**config.mk**
```make
export PLATFORM = sky130hd
export DESIGN_NAME = pipe_sequencer_flat
export DESIGN_NICKNAME = d
export VERILOG_FILES = /design/src/rtl/pipe_sequencer_if.sv /design/src/rtl/pipe_sequencer.sv /design/src/flat_wrapper.sv
export SDC_FILE = /design/constraint.sdc
export NUM_CORES = 1
export LEC_CHECK = 0
export CORE_UTILIZATION = 53
export CTS_CLUSTER_SIZE = 30
export DETAILED_ROUTE_END_ITERATION = 7
export PLACE_DENSITY = 0.85
export SYNTH_ARGS = -nofsm -noshare
export SYNTH_HDL_FRONTEND = slang
export SYNTH_SLANG_ARGS = --single-unit
```
**constraint.sdc**
```tcl
create_clock -name clk -period 3.9 [get_ports clk]
set_input_delay 0.78 -clock clk [delete_from_list [all_inputs] [get_ports clk]]
set_output_delay 0.78 -clock clk [all_outputs]
set_load 0.02 [all_outputs]
```
**src/rtl/pipe_sequencer_if.sv**
```systemverilog
// ---------------------------------------------------------------------------
// pipe_sequencer_if
// Bundle between the pipeline sequencer and the fetch/execute/writeback
// datapath (plus the debug switches/keys that drive run and step).
//
// Signals:
//   run_en       master->slave  level, 1 = free-run, 0 = request halt
//   step_req     master->slave  key level, rising edge in HALT = one step
//   redirect_ex  master->slave  taken branch/jump resolved in EX
//   target_ex    master->slave  redirect word address
//   pc_f         slave->master  instruction-memory address this cycle
//   fetch_en     slave->master  datapath captures inst_ram[pc_f] into EX
//   ex_valid     slave->master  EX-stage instruction is real
//   wb_valid     slave->master  WB-stage instruction is real
//   halted       slave->master  sequencer is parked in HALT
//   retired_cnt  slave->master  instructions retired from WB
// ---------------------------------------------------------------------------
interface pipe_sequencer_if #(
    parameter int PC_W = 12
);
    logic            run_en;
    logic            step_req;
    logic            redirect_ex;
    logic [PC_W-1:0] target_ex;
    logic [PC_W-1:0] pc_f;
    logic            fetch_en;
    logic            ex_valid;
    logic            wb_valid;
    logic            halted;
    logic [31:0]     retired_cnt;

    modport master (
        output run_en, step_req, redirect_ex, target_ex,
        input  pc_f, fetch_en, ex_valid, wb_valid, halted, retired_cnt
    );

    modport slave (
        input  run_en, step_req, redirect_ex, target_ex,
        output pc_f, fetch_en, ex_valid, wb_valid, halted, retired_cnt
    );
endinterface

```
**src/rtl/pipe_sequencer.sv**
```systemverilog
// ---------------------------------------------------------------------------
// pipe_sequencer
// Control block for the 3-stage fetch/execute/writeback core. Owns the fetch
// PC and the per-stage valid bits, applies EX-stage redirects (squashing the
// wrong-path fetch) and sequences run / halt / single-step for board debug.
//
// Ports:
//   clk    system clock
//   rst_n  synchronous, active-low reset
//   sq     pipe_sequencer_if.slave (run_en, step_req, redirect_ex, target_ex
//          in; pc_f, fetch_en, ex_valid, wb_valid, halted, retired_cnt out)
//
// state | meaning
// ------+---------------------------------------------------------------
// HALT  | parked, no fetch; waits for run_en or a step_req rising edge
// RUN   | fetch every cycle until run_en drops
// STEP  | single fetch cycle triggered from HALT
// DRAIN | one cycle with no fetch so the last fetch reaches EX/WB cleanly
// ---------------------------------------------------------------------------
module pipe_sequencer #(
    parameter int PC_W      = 12,
    parameter int MEM_DEPTH = 4096,
    parameter int RESET_PC  = 0
) (
    input  logic           clk,
    input  logic           rst_n,
    pipe_sequencer_if.slave sq
);

    typedef enum logic [1:0] {
        S_HALT  = 2'd0,
        S_RUN   = 2'd1,
        S_STEP  = 2'd2,
        S_DRAIN = 2'd3
    } state_t;

    localparam logic [PC_W-1:0] LP_LAST  = PC_W'(MEM_DEPTH - 1);
    localparam logic [PC_W-1:0] LP_RESET = PC_W'(RESET_PC);

    state_t          r_state;
    logic [PC_W-1:0] r_pc;
    logic            r_ex_valid;
    logic            r_wb_valid;
    logic            r_halted;
    logic            r_step_d;
    logic [31:0]     r_retired;

    logic            w_redir;
    logic            w_step_rise;
    logic [PC_W-1:0] w_target;
    logic [PC_W-1:0] w_pc_inc;
    logic [PC_W-1:0] w_pc_fetch_next;

    // A redirect only means something when the instruction that raised it
    // is real; a bubble in EX cannot branch.
    assign w_redir     = sq.redirect_ex & r_ex_valid;
    assign w_step_rise = sq.step_req & ~r_step_d;

    // Targets beyond the memory are folded back into it.
    assign w_target = PC_W'(32'(sq.target_ex) % 32'(MEM_DEPTH));
    assign w_pc_inc = (r_pc == LP_LAST) ? LP_RESET : r_pc + PC_W'(1);
    assign w_pc_fetch_next = w_redir ? w_target : w_pc_inc;

    always_ff @(posedge clk) begin
        if (!rst_n) begin
            r_state    <= S_HALT;
            r_pc       <= LP_RESET;
            r_ex_valid <= 1'b0;
            r_wb_valid <= 1'b0;
            r_halted   <= 1'b1;
            // Cleared high so a key already held through reset is not
            // mistaken for a fresh press.
            r_step_d   <= 1'b1;
            r_retired  <= 32'd0;
        end else begin
            r_step_d   <= sq.step_req;
            r_wb_valid <= r_ex_valid;
            r_retired  <= r_retired + 32'(r_wb_valid);

            case (r_state)
                S_HALT: begin
                    r_ex_valid <= 1'b0;
                    if (sq.run_en) begin
                        r_state  <= S_RUN;
                        r_halted <= 1'b0;
                    end else if (w_step_rise) begin
                        r_state  <= S_STEP;
                        r_halted <= 1'b0;
                    end
                end
                S_RUN: begin
                    // The sequential fetch on a redirect edge is wrong-path
                    // and enters EX as a bubble.
                    r_pc       <= w_pc_fetch_next;
                    r_ex_valid <= ~w_redir;
                    if (!sq.run_en) begin
                        r_state <= S_DRAIN;
                    end
                end
                S_STEP: begin
                    r_pc       <= w_pc_fetch_next;
                    r_ex_valid <= ~w_redir;
                    r_state    <= S_DRAIN;
                end
                S_DRAIN: begin
                    r_ex_valid <= 1'b0;
                    if (w_redir) begin
                        r_pc <= w_target;
                    end
                    r_state  <= S_HALT;
                    r_halted <= 1'b1;
                end
                default: begin
                    r_ex_valid <= 1'b0;
                    r_state    <= S_HALT;
                    r_halted   <= 1'b1;
                end
            endcase
        end
    end

    // Pure decode of the state register: no input reaches fetch_en
    // combinationally.
    assign sq.fetch_en    = (r_state == S_RUN) || (r_state == S_STEP);
    assign sq.pc_f        = r_pc;
    assign sq.ex_valid    = r_ex_valid;
    assign sq.wb_valid    = r_wb_valid;
    assign sq.halted      = r_halted;
    assign sq.retired_cnt = r_retired;

endmodule
```
**src/flat_wrapper.sv**
```systemverilog
// flat-port wrapper written by rule: the top's interface ports become plain ports
module pipe_sequencer_flat 
#(
    parameter int PC_W      = 12,
    parameter int MEM_DEPTH = 4096,
    parameter int RESET_PC  = 0
)
  (clk, rst_n, sq_run_en, sq_step_req, sq_redirect_ex, sq_target_ex, sq_pc_f, sq_fetch_en, sq_ex_valid, sq_wb_valid, sq_halted, sq_retired_cnt);
  pipe_sequencer_if #(.PC_W(PC_W)) sq_i ();
  input  logic clk;
  input  logic rst_n;
  input wire logic [$bits(sq_i.run_en)-1:0] sq_run_en;
  input wire logic [$bits(sq_i.step_req)-1:0] sq_step_req;
  input wire logic [$bits(sq_i.redirect_ex)-1:0] sq_redirect_ex;
  input wire logic [$bits(sq_i.target_ex)-1:0] sq_target_ex;
  output wire logic [$bits(sq_i.pc_f)-1:0] sq_pc_f;
  output wire logic [$bits(sq_i.fetch_en)-1:0] sq_fetch_en;
  output wire logic [$bits(sq_i.ex_valid)-1:0] sq_ex_valid;
  output wire logic [$bits(sq_i.wb_valid)-1:0] sq_wb_valid;
  output wire logic [$bits(sq_i.halted)-1:0] sq_halted;
  output wire logic [$bits(sq_i.retired_cnt)-1:0] sq_retired_cnt;
  assign sq_i.run_en = sq_run_en;
  assign sq_i.step_req = sq_step_req;
  assign sq_i.redirect_ex = sq_redirect_ex;
  assign sq_i.target_ex = sq_target_ex;
  assign sq_pc_f = sq_i.pc_f;
  assign sq_fetch_en = sq_i.fetch_en;
  assign sq_ex_valid = sq_i.ex_valid;
  assign sq_wb_valid = sq_i.wb_valid;
  assign sq_halted = sq_i.halted;
  assign sq_retired_cnt = sq_i.retired_cnt;
  pipe_sequencer #(.PC_W(PC_W), .MEM_DEPTH(MEM_DEPTH), .RESET_PC(RESET_PC)) u_core (.clk(clk), .rst_n(rst_n), .sq(sq_i));
endmodule
```
==> results.rst, run 1 <==
.. list-table::
   :header-rows: 1

   * - Metric
     - Value
   * - Die width
     - around 73 um
   * - Area of all placed cells without fillers
     - 0.00340 mm2
   * - Total Negative Setup Slacks
     - 0 ps
   * - DR DRC count
     - 0
   * - Diodes inserted
     - 0
   * - Required time reported for the critical path endpoint
     - ~3100 ps
   * - I/O pin cnt
     - 65
   * - Power density over cell area
     - between 400 and 500 mW/mm2
   * - Post-CTS Setup Inserts
     - 0
   * - Y dimension of the die
     - around 73 um
   * - Source-to-sink clock delay at the later pin of the worst-skew pair
     - about 300 ps
   * - Buffering stage count on the worst path with inverters included
     - 2
   * - Longest individual stage delay on the worst path
     - 660 ps
   * - Number of detailed-routing iterations run before antenna repair
     - 5
   * - Detailed Route WL
     - approximately 6300 um
   * - Post-DR vias/cell
     - 6.08
   * - Num rows
     - 25
   * - RSZ-0062 raised after global routing
     - false
   * - Fin. Hold Viols
     - 0
   * - Antenna violations before repair
     - 0
   * - DR WL/cell
     - 14.3 um
   * - Mean post-synth cell area
     - between 8 and 9 um2
   * - Register clock-pin slew on the reported worst setup and hold paths
     - ~80 ps
   * - Overflow after GRT
     - 0
   * - Reg-to-reg endpoint
     - u_core.sq.retired_cnt[27]
   * - Proportion of synthesized area in mux cells
     - 1.56%
   * - Post-synthesis share of cell area spent on xor and xnor gates
     - 3.64%
   * - Hold Crit Depth
     - 2
   * - Worst hold path endpoint
     - u_core.sq.retired_cnt[31]
   * - Async S/R FF share, synth
     - 0%
   * - Least setup slack across all paths after layout
     - between 1000 and 1500 ps
   * - Sequential element share of the synthesized area
     - 37.8%
   * - Filler cell count
     - 398
   * - Fin Clk Skew
     - 6.67 ps
   * - TritonCTS clock tree
     - built
   * - Min-delay worst type
     - flop to flop
   * - Placer congestion estimate
     - 0.942
   * - H-tree level count
     - 2
   * - Slew HR
     - between 40% and 50%
   * - Cell count after placement
     - approximately 430
   * - Worst-path fanout max
     - 10
   * - Final layout net count
     - a little under 400
   * - Peak supply drop
     - approximately 420 uV
   * - Via total after detailed routing
     - around 2.7k
   * - Tot GR Track Use
     - between 20 and 30%
   * - Maximum Capacitance Violations
     - 0
   * - Via count of the first global-routing pass
     - roughly 2.3k
   * - Synthesized netlist cell count
     - 316
   * - Area of the die
     - 0.00528 mm2
   * - Total number of yosys warnings
     - 0
   * - Number of register bits inferred by synthesis
     - 50
   * - Highest clock rate
     - about 380 MHz
   * - # resized after CTS
     - 0
   * - CP Class
     - flop to output pin
   * - Area added between synthesis and finish
     - 28.5%
   * - Proportion of layout cells with a drive suffix above 1
     - between 3 and 4%
   * - Time the final worst path needs with I/O delays and setup
     - approximately 2600 ps
   * - Worst-case clock buffer depth
     - 2
   * - Run status
     - complete, no violations
   * - Hold buffer count at cts
     - 0
   * - Compound-Gate Fraction of Synth Area
     - approximately 22%
   * - Post-place setup slack
     - ~1400 ps
   * - Post-route non-filler standard cell count
     - 437
   * - Register-to-register path setup slack
     - around 1700 ps
   * - Setup violation total in the final timing report
     - 0
   * - Largest net degree at the start of global routing
     - 24
   * - Leakage power
     - around 0.0011 uW
   * - Critical-path cell list
     - inv_1, ha_1, clkdlybuf4s50_1
   * - Number of synthesized flops with an enable pin
     - 0
   * - Initial standard-cell utilization of the core
     - between 50% and 60%
   * - Kind of launch point of the worst setup path
     - flop
   * - Max stage delay cell, worst path
     - clkdlybuf4s50_1
   * - Crit-path leading delay family
     - buffers and inverters
   * - Number of buffers added by the clock tree synthesis step
     - 5
   * - Worst Hold Launch
     - u_core.sq.retired_cnt[31]
   * - # port buffers
     - 64
   * - Synth unique cells
     - 50
   * - Core Box Area
     - 0.00475 mm2
   * - Synthesized-area fraction occupied by and/or/nand/nor cells
     - between 20% and 30%
   * - Root buf cell
     - clkbuf_8
   * - Global-route wire length before repair
     - roughly 11000 um
   * - Final Max Tran Viols
     - 0
   * - Most frequent cells in the layout
     - 64 x clkdlybuf4s50_1, 50 x dfxtp_1, 28 x a21oi_1
   * - Most common cell after layout, fill and taps aside
     - clkdlybuf4s50_1
   * - Num Clock Sinks
     - 50
   * - Most instantiated flip-flop cell in the synthesis netlist
     - dfxtp_1
   * - Arrival time at the worst endpoint
     - between 1500 and 2000 ps
   * - Worst slack on hold paths
     - between 400 and 500 ps
   * - Netlist area before placement
     - about 0.0026 mm2
   * - Post-Syn Nets
     - between 300 and 400
   * - Worst-margin pin slew
     - ~770 ps
   * - Nature of the critical path endpoint
     - output pin
   * - Half-perimeter wire length after detailed placement
     - ~4400 um
   * - Placed inst area
     - between 0.003 and 0.004 mm2
   * - Violation count after the first detailed-route iteration
     - between 150 and 200
   * - Share of the cycle needed by the critical path after routing
     - 67.9%
   * - Antenna violation net count after detailed routing
     - 0
   * - Number of cells on the worst reg-to-reg path
     - 4
   * - Start of the worst register-to-register path
     - u_core.sq.retired_cnt[15]
   * - Dominant combinational cell family by area after synthesis
     - simple AND/OR/NAND/NOR gates
   * - Share of synthesized cell area in full adder, half adder and majority cells
     - 3.31%
power by group:
part / switching (uW) / internal [uW]
sequential: 82.6 / 567
combinational: 334 / 250
clock: 165 / 192
total: 581 / 1010
worst reg2reg max path, delay by kind of cell (launching register included):
| kind | cells | cell delay, ps |
|---|---|---|
| simple gates | 3 | 1540 |
| compound gates | 1 | 150 |
| flops | 1 | 420 |
metrics by stage:
stage	util, %	power [uW]
after floorplan	-	1030
final	71.5	1590
after detailed placement	69.3	1230
after global routing	71.5	1680
after global placement	69.3	1220
after CTS	71.5	1590
cell families (layout without fill, tap and decap cells):
kind of cell | Yosys count | in the layout
AO/OA/AOI/OAI | 89 | 89
buffers and inverters | 30 | 84
AND/OR/NAND/NOR | 125 | 125
adder cells (fa/ha/maj) | 7 | 7
XOR/XNOR | 11 | 11
multiplexers | 4 | 4
flip-flops | 50 | 50
how the worst max path moves through the flow:
stage / slack [ps] / endpoint / depth (start not counted) / startpoint
after floorplan: 1940 / u_core.sq.pc_f[9] / 8 / u_core.r_state[0]
after global placement: 1450 / u_core.sq.pc_f[11] / 5 / sq_redirect_ex
after detailed placement: 1420 / u_core.sq.pc_f[11] / 5 / sq_redirect_ex
after CTS: 1240 / sq_fetch_en / 3 / u_core.r_state[0]
after global routing: 1130 / sq_fetch_en / 3 / u_core.r_state[0]
final: 1250 / sq_fetch_en / 3 / u_core.r_state[0]
sequential cells by signal, summed over array words and instances, names as in the netlist:
name	flops
u_core.r_state	2
u_core.r_step_d	1
u_core.sq.ex_valid	1
u_core.sq.halted	1
u_core.sq.pc_f	12
u_core.sq.retired_cnt	32
u_core.sq.wb_valid	1
layer usage:
layer | global-route usage, % | wire length [um] | vias to the layer above
met3 | 5.11 | 436 | 7
met1 | 34.2 | 2890 | 1239
li1 | - | - | 1299
met4 | 8.28 | 55 | 0
met5 | 0 | 0 | -
met2 | 40.4 | 2890 | 110
final cells by class:
cell class	instances	area [um2]	area share, %
clock inverter	1	30.0	0.883
sequential	50	1000	29.4
clock buffer	7	76.3	2.24
inverter	9	33.8	0.993
multi-input combinational	236	1510	44.5
tap	67	83.8	2.47
timing repair buffer	67	663	19.5
synthesized netlist by cell type (2+ instances only):
master	count	area, um2
nor2_1	16	60.1
a2111oi_0	2	17.5
o211ai_1	4	30.0
o41ai_1	2	17.5
and4_1	5	43.8
nor3_1	3	15.0
nor2b_1	3	18.8
ha_1	7	87.6
clkbuf_1	13	48.8
a31oi_1	7	43.8
nand3_1	19	95.1
a21oi_1	28	140
xnor2_1	2	17.5
o31a_1	3	26.3
nand4_1	13	81.3
or3_1	5	31.3
buf_2	3	15.0
xor2_1	9	78.8
buf_1	2	7.51
o31ai_1	11	82.6
a211oi_1	3	22.5
nor4_1	2	12.5
o21ai_0	16	80.1
o311ai_0	2	17.5
a32oi_1	4	35.0
or4_1	11	82.6
and3_1	5	31.3
mux2i_1	3	30.0
and2_1	10	62.6
nand2b_1	6	37.5
inv_1	9	33.8
nand2_1	21	78.8
dfxtp_1	50	1000
Power figures use the tool's default switching activity.
==> inputs of run 2 (changes only) <==
Settings changed: CORE_UTILIZATION 53 to 49, PLACE_DENSITY 0.85 to 0.79.
Clock period 3.9 ns to 2.7 ns, I/O delays scaled along.
==> run 2 against run 1 <==
Effect of this change:
- final cell count rose by 1.1%
- sequential share of layout area fell by 0.28 points
- sequential power rose by 44%
- clock-buffer cell count fell by 1
- total power rose by 47%
- critical endpoint unchanged
- utilization fell by 4.7 points
- non-clock buffer count rose by 3
- combinational power rose by 48%
- global-route usage fell by 1.2 points
- largest cell class unchanged
- critical path depth did not move
==> results.rst, run 2 (same netlist as run 1, synthesis figures left out) <==
.. list-table::
   :header-rows: 1

   * - Metric
     - Value
   * - Critical-path cell list
     - inv_1, ha_1, clkdlybuf4s50_1
   * - # port buffers
     - 64
   * - Share of the cycle needed by the critical path after routing
     - between 80% and 90%
   * - Placed inst area
     - ~0.0033 mm2
   * - Flop pwr share
     - roughly two fifths
   * - Slew HR
     - between 70% and 80%
   * - NetSw
     - 853 uW
   * - Longest individual stage delay on the worst path
     - about 600 ps
   * - Worst-path fanout max
     - 3
   * - Cell count after placement
     - about 440
   * - Fin. Hold Viols
     - 0
   * - Maximum Capacitance Violations
     - 0
   * - Post-route non-filler standard cell count
     - roughly 440
   * - Run status
     - complete, no violations
   * - Final layout net count
     - around 400
   * - Total met3 wirelength after detailed routing
     - 317 um
   * - Via count of the first global-routing pass
     - about 2.4k
   * - Net Sw Frac
     - 36.4%
   * - Y dimension of the die
     - approximately 75 um
   * - Required time reported for the critical path endpoint
     - 2160 ps
   * - Fin Clk Skew
     - around 7.2 ps
   * - TritonCTS clock tree
     - built
   * - Via total after detailed routing
     - 2629
   * - Sequential cell area in the final layout
     - between 0.001 and 0.0015 mm2
   * - Register clock-pin slew on the reported worst setup and hold paths
     - around 80 ps
   * - Area of the die
     - approximately 0.0057 mm2
   * - Nature of the critical path endpoint
     - output pin
   * - Number of buffers added by the clock tree synthesis step
     - 5
   * - Arrival time at the worst endpoint
     - 1670 ps
   * - Root buf cell
     - clkbuf_8
   * - # resized after CTS
     - 0
   * - Largest net degree at the start of global routing
     - 24
   * - Diodes inserted
     - 0
   * - Power density over cell area
     - about 680 mW/mm2
   * - Hold buffer count at cts
     - 0
   * - I/O pin cnt
     - 65
   * - Min-delay worst type
     - flop to flop
   * - Most frequent cells in the layout
     - 64 x clkdlybuf4s50_1, 50 x dfxtp_1, 28 x a21oi_1
   * - Antenna violations before repair
     - 0
   * - Final Max Tran Viols
     - 0
   * - Num rows
     - 26
   * - Source-to-sink clock delay at the later pin of the worst-skew pair
     - ~300 ps
   * - Area of combinational cells with multiple inputs
     - between 0.0015 and 0.002 mm2
   * - Antenna violation net count after detailed routing
     - 0
   * - Routed met1 length
     - just under 3000 um
   * - Top routing layer in use
     - met4
   * - Core Box Area
     - slightly above 0.005 mm2
   * - Worst-margin pin slew
     - slightly above 400 ps
   * - Internal power contribution
     - 1490 uW
   * - Time the final worst path needs with I/O delays and setup
     - around 2200 ps
   * - Clock network fraction of design power
     - around 23%
   * - Number of flip-flops under the largest register name
     - 32
   * - DR WL/cell
     - about 15 um
   * - Total design power
     - roughly 2300 uW
   * - DR DRC count
     - 0
   * - Initial standard-cell utilization of the core
     - 51.5%
   * - Violation count after the first detailed-route iteration
     - roughly 170
   * - Num Clock Sinks
     - 50
   * - Met2 WL
     - 3040 um
   * - H-tree level count
     - 2
   * - Most common cell after layout, fill and taps aside
     - clkdlybuf4s50_1
   * - Placer congestion estimate
     - between 0.8 and 0.9
   * - Highest clock rate
     - between 400 and 500 MHz
   * - Detailed Route WL
     - roughly 6400 um
   * - Total Negative Setup Slacks
     - 0 ps
   * - RSZ-0062 raised after global routing
     - false
   * - Post-DR vias/cell
     - roughly 5.9
   * - Overflow after GRT
     - 0
   * - Tot GR Track Use
     - 24.0%
   * - Combinational fraction of design power
     - 36.9%
   * - Die width
     - roughly 75 um
   * - Area added between synthesis and finish
     - 29.7%
   * - Peak supply drop
     - roughly 640 uV
   * - Number of detailed-routing iterations run before antenna repair
     - 4
   * - Kind of launch point of the worst setup path
     - flop
   * - Area of all placed cells without fillers
     - 0.00343 mm2
   * - Max stage delay cell, worst path
     - clkdlybuf4s50_1
   * - Worst-case clock buffer depth
     - 2
   * - Proportion of layout cells with a drive suffix above 1
     - 4.30%
   * - Half-perimeter wire length after detailed placement
     - 4440 um
   * - Setup violation total in the final timing report
     - 0
   * - Post-CTS Setup Inserts
     - 0
   * - Global-route wire length before repair
     - between 10000 and 15000 um
   * - CP Class
     - flop to output pin
   * - Util after Layout
     - 66.8%
   * - Filler cell count
     - 465
   * - Leakage power
     - between 0.001 and 0.0015 uW
[run 2: cell count changes in the layout (fill, tap and decap cells not counted), sizes merged]
cell    previous run  this run
buf                3         6
clkbuf             7         6
[run 2: final timing paths]
path                             start                        end  slack (ps)  depth (start not counted)
max                  u_core.r_state[0]                sq_fetch_en         490                          3
min          u_core.sq.retired_cnt[31]  u_core.sq.retired_cnt[31]         470                          2
max reg2reg   u_core.sq.retired_cnt[2]  u_core.sq.retired_cnt[25]         590                          4
min reg2reg  u_core.sq.retired_cnt[31]  u_core.sq.retired_cnt[31]         470                          2
[run 2: metal layers]
layer  track usage (%)  vias to the layer above
met2              40.5                       87
li1                  -                     1300
met3              5.42                       12
met5                 0                        -
met4              8.44                        0
met1              30.3                     1230
[run 2: critical path: cells and delay by family, from the launching register on]
family                   cells  cell delay [ps]
flip-flops                   1              370
adder cells (fa/ha/maj)      1              300
buffers and inverters        2              700
[run 2: power by group through the flow]
stage | logic (uW) | clock network [uW] | registers [uW]
6_report | 863 | 541 | 937
5_1_grt | 943 | 582 | 952
4_1_cts | 857 | 554 | 933
3_5_place_dp | 850 | 0 | 948
3_3_place_gp | 835 | 0 | 945
2_1_floorplan | 504 | 0 | 987
[run 2: area by class of cell]
type                    count  area share, %
clock buffers               6           2.41
flip-flops and latches     50           29.2
multi-input cells         236           44.1
repair buffers             70           20.0
well taps                  70           2.55
clock inverters             1          0.875
inverters                   9          0.984
[run 2: metrics by stage]
stage          setup WS, ps  hold WS, ps
2_1_floorplan           742          491
3_3_place_gp            493          455
3_5_place_dp            469          463
4_1_cts                 484          480
5_1_grt                 402          528
6_report                492          475
==> inputs of run 3 (changes only) <==
Settings changed: CORE_UTILIZATION 49 to 45, PLACE_DENSITY 0.79 to 0.77.
Clock period 2.7 ns to 1.85 ns, I/O delays scaled along.
==> run 3 against run 2 <==
Effect of this change:
- non-clock buffer count grew 33
- routed wire length grew 7.5%
- via count grew 4.3%
- sequential power grew 44%
- setup slack lost 430 ps
- sequential cell count is the same
- critical endpoint is now sq_pc_f[6]
==> results.rst, run 3 (same netlist as run 1, synthesis figures left out) <==
.. list-table::
   :header-rows: 1

   * - Metric
     - Value
   * - Kind of launch point of the worst setup path
     - flop
   * - Core Box Area
     - 0.00557 mm2
   * - Number of detailed-routing iterations run before antenna repair
     - 5
   * - Detailed Route WL
     - around 7000 um
   * - Root buf cell
     - clkbuf_8
   * - Arrival time at the worst endpoint
     - approximately 1400 ps
   * - Time the final worst path needs with I/O delays and setup
     - approximately 1800 ps
   * - Proportion of layout cells with a drive suffix above 1
     - roughly 14%
   * - Maximum Capacitance Violations
     - 0
   * - Buffering stage count on the worst path with inverters included
     - 1
   * - Diodes inserted
     - 0
   * - Worst-case clock buffer depth
     - 2
   * - Slew HR
     - 75.3%
   * - Worst slack on hold paths
     - approximately 500 ps
   * - Leakage power
     - 0.00131 uW
   * - Num rows
     - 27
   * - Max stage delay cell, worst path
     - clkdlybuf4s50_1
   * - Global-route wire length before repair
     - around 11000 um
   * - Via count of the first global-routing pass
     - approximately 2.5k
   * - DR WL/cell
     - approximately 14 um
   * - H-tree level count
     - 2
   * - Register clock-pin slew on the reported worst setup and hold paths
     - 90 ps
   * - # port buffers
     - 64
   * - Worst-margin pin slew
     - roughly 370 ps
   * - Half-perimeter wire length after detailed placement
     - between 5000 and 6000 um
   * - Final Max Tran Viols
     - 0
   * - Die width
     - 78.7 um
   * - CP Class
     - flop to output pin
   * - Fin. Hold Viols
     - 0
   * - Most common cell after layout, fill and taps aside
     - clkdlybuf4s50_1
   * - Worst-path fanout max
     - 7
   * - Antenna violation net count after detailed routing
     - 0
   * - Util after Layout
     - 66.5%
   * - Total Negative Setup Slacks
     - 0 ps
   * - Peak supply drop
     - around 720 uV
   * - Post-DR vias/cell
     - approximately 5.7
   * - Crit-path leading delay family
     - buffers and inverters
   * - Total design power
     - ~3500 uW
   * - Antenna violations before repair
     - 0
   * - Y dimension of the die
     - approximately 79 um
   * - Area of the die
     - about 0.0062 mm2
   * - Setup violation total in the final timing report
     - 0
   * - Most frequent cells in the layout
     - 62 x clkdlybuf4s50_1, 47 x dfxtp_1, 39 x buf_4
   * - Tot GR Track Use
     - 22.8%
   * - Via total after detailed routing
     - 2743
   * - I/O pin cnt
     - 65
   * - Run status
     - complete, no violations
   * - Power density over cell area
     - around 940 mW/mm2
   * - Longest individual stage delay on the worst path
     - roughly 650 ps
   * - Min-delay worst type
     - flop to flop
   * - Num Clock Sinks
     - 50
   * - Critical-path cell list
     - clkdlybuf4s50_1
   * - Number of flip-flops under the largest register name
     - 32
   * - Initial standard-cell utilization of the core
     - between 40% and 50%
   * - Violation count after the first detailed-route iteration
     - 140
   * - TritonCTS clock tree
     - built
   * - Highest clock rate
     - approximately 560 MHz
   * - Source-to-sink clock delay at the later pin of the worst-skew pair
     - ~300 ps
   * - Area added between synthesis and finish
     - 40.1%
   * - DR DRC count
     - 0
   * - Nature of the critical path endpoint
     - output pin
   * - Required time reported for the critical path endpoint
     - ~1500 ps
   * - Largest net degree at the start of global routing
     - 24
   * - Placer congestion estimate
     - 0.934
   * - Fin Clk Skew
     - 4.78 ps
   * - Number of buffers added by the clock tree synthesis step
     - 5
   * - Overflow after GRT
     - 0
   * - Share of the cycle needed by the critical path after routing
     - between 90% and 100%
   * - Final layout net count
     - between 400 and 500
[run 3: cell types whose count changed in the layout (fill, tap and decap cells not counted), sizes merged]
cell           delta
buf              +33
clkinv            +2
dlymetal6s2s      +1
clkdlybuf4s15     +1
clkdlybuf4s50     -2
bufinv            -1
[run 3: path summary, 6_finish.rpt]
check,start,endpoint,slack (ps),depth (start not counted)
setup / recovery,u_core.sq.pc_f[6],sq_pc_f[6],60,1
setup reg to reg,u_core.r_state[0],u_core.sq.pc_f[3],120,7
hold reg to reg,u_core.sq.retired_cnt[31],u_core.sq.retired_cnt[31],490,2
hold / removal,u_core.sq.retired_cnt[31],u_core.sq.retired_cnt[31],490,2
[run 3: per-stage QoR]
stage	instance area (um2)	setup slack [ps]	cells
floorplan	2650	7.02	316
finish	3710	63.7	478
global placement	3550	2.93	467
global route	3710	-9.58	478
CTS	3650	-11.5	475
detailed placement	3550	-88.0	467
[run 3: final cells by class]
cell class | instances | area, um2
Clock buffer | 6 | 72.6
Clock inverter | 2 | 13.8
Multi-Input combinational cell | 236 | 1560
Timing Repair Buffer | 103 | 937
Fill cell | 480 | 1870
Sequential cell | 50 | 1000
Inverter | 9 | 33.8
Tap cell | 72 | 90.1
[run 3: power breakdown]
part / switching, uW / internal, uW
Clock: 373 / 268
Sequential: 151 / 1200
Combinational: 808 / 702
[run 3: timing repair]
action                     in CTS  in global routing
setup buffers                   0                  3
hold endpoints to repair        0                  0
hold buffers                    0                  0
gates resized for setup         7                  8
setup endpoints to repair       4                 17
[run 3: layer usage]
metal,up-vias,share of wire (%),GRT usage [%]
met2,88,47,37.7
met4,0,1.3,7.59
met5,-,0,0
met3,8,5.1,3.72
met1,1272,46,30.1
li1,1375,-,-
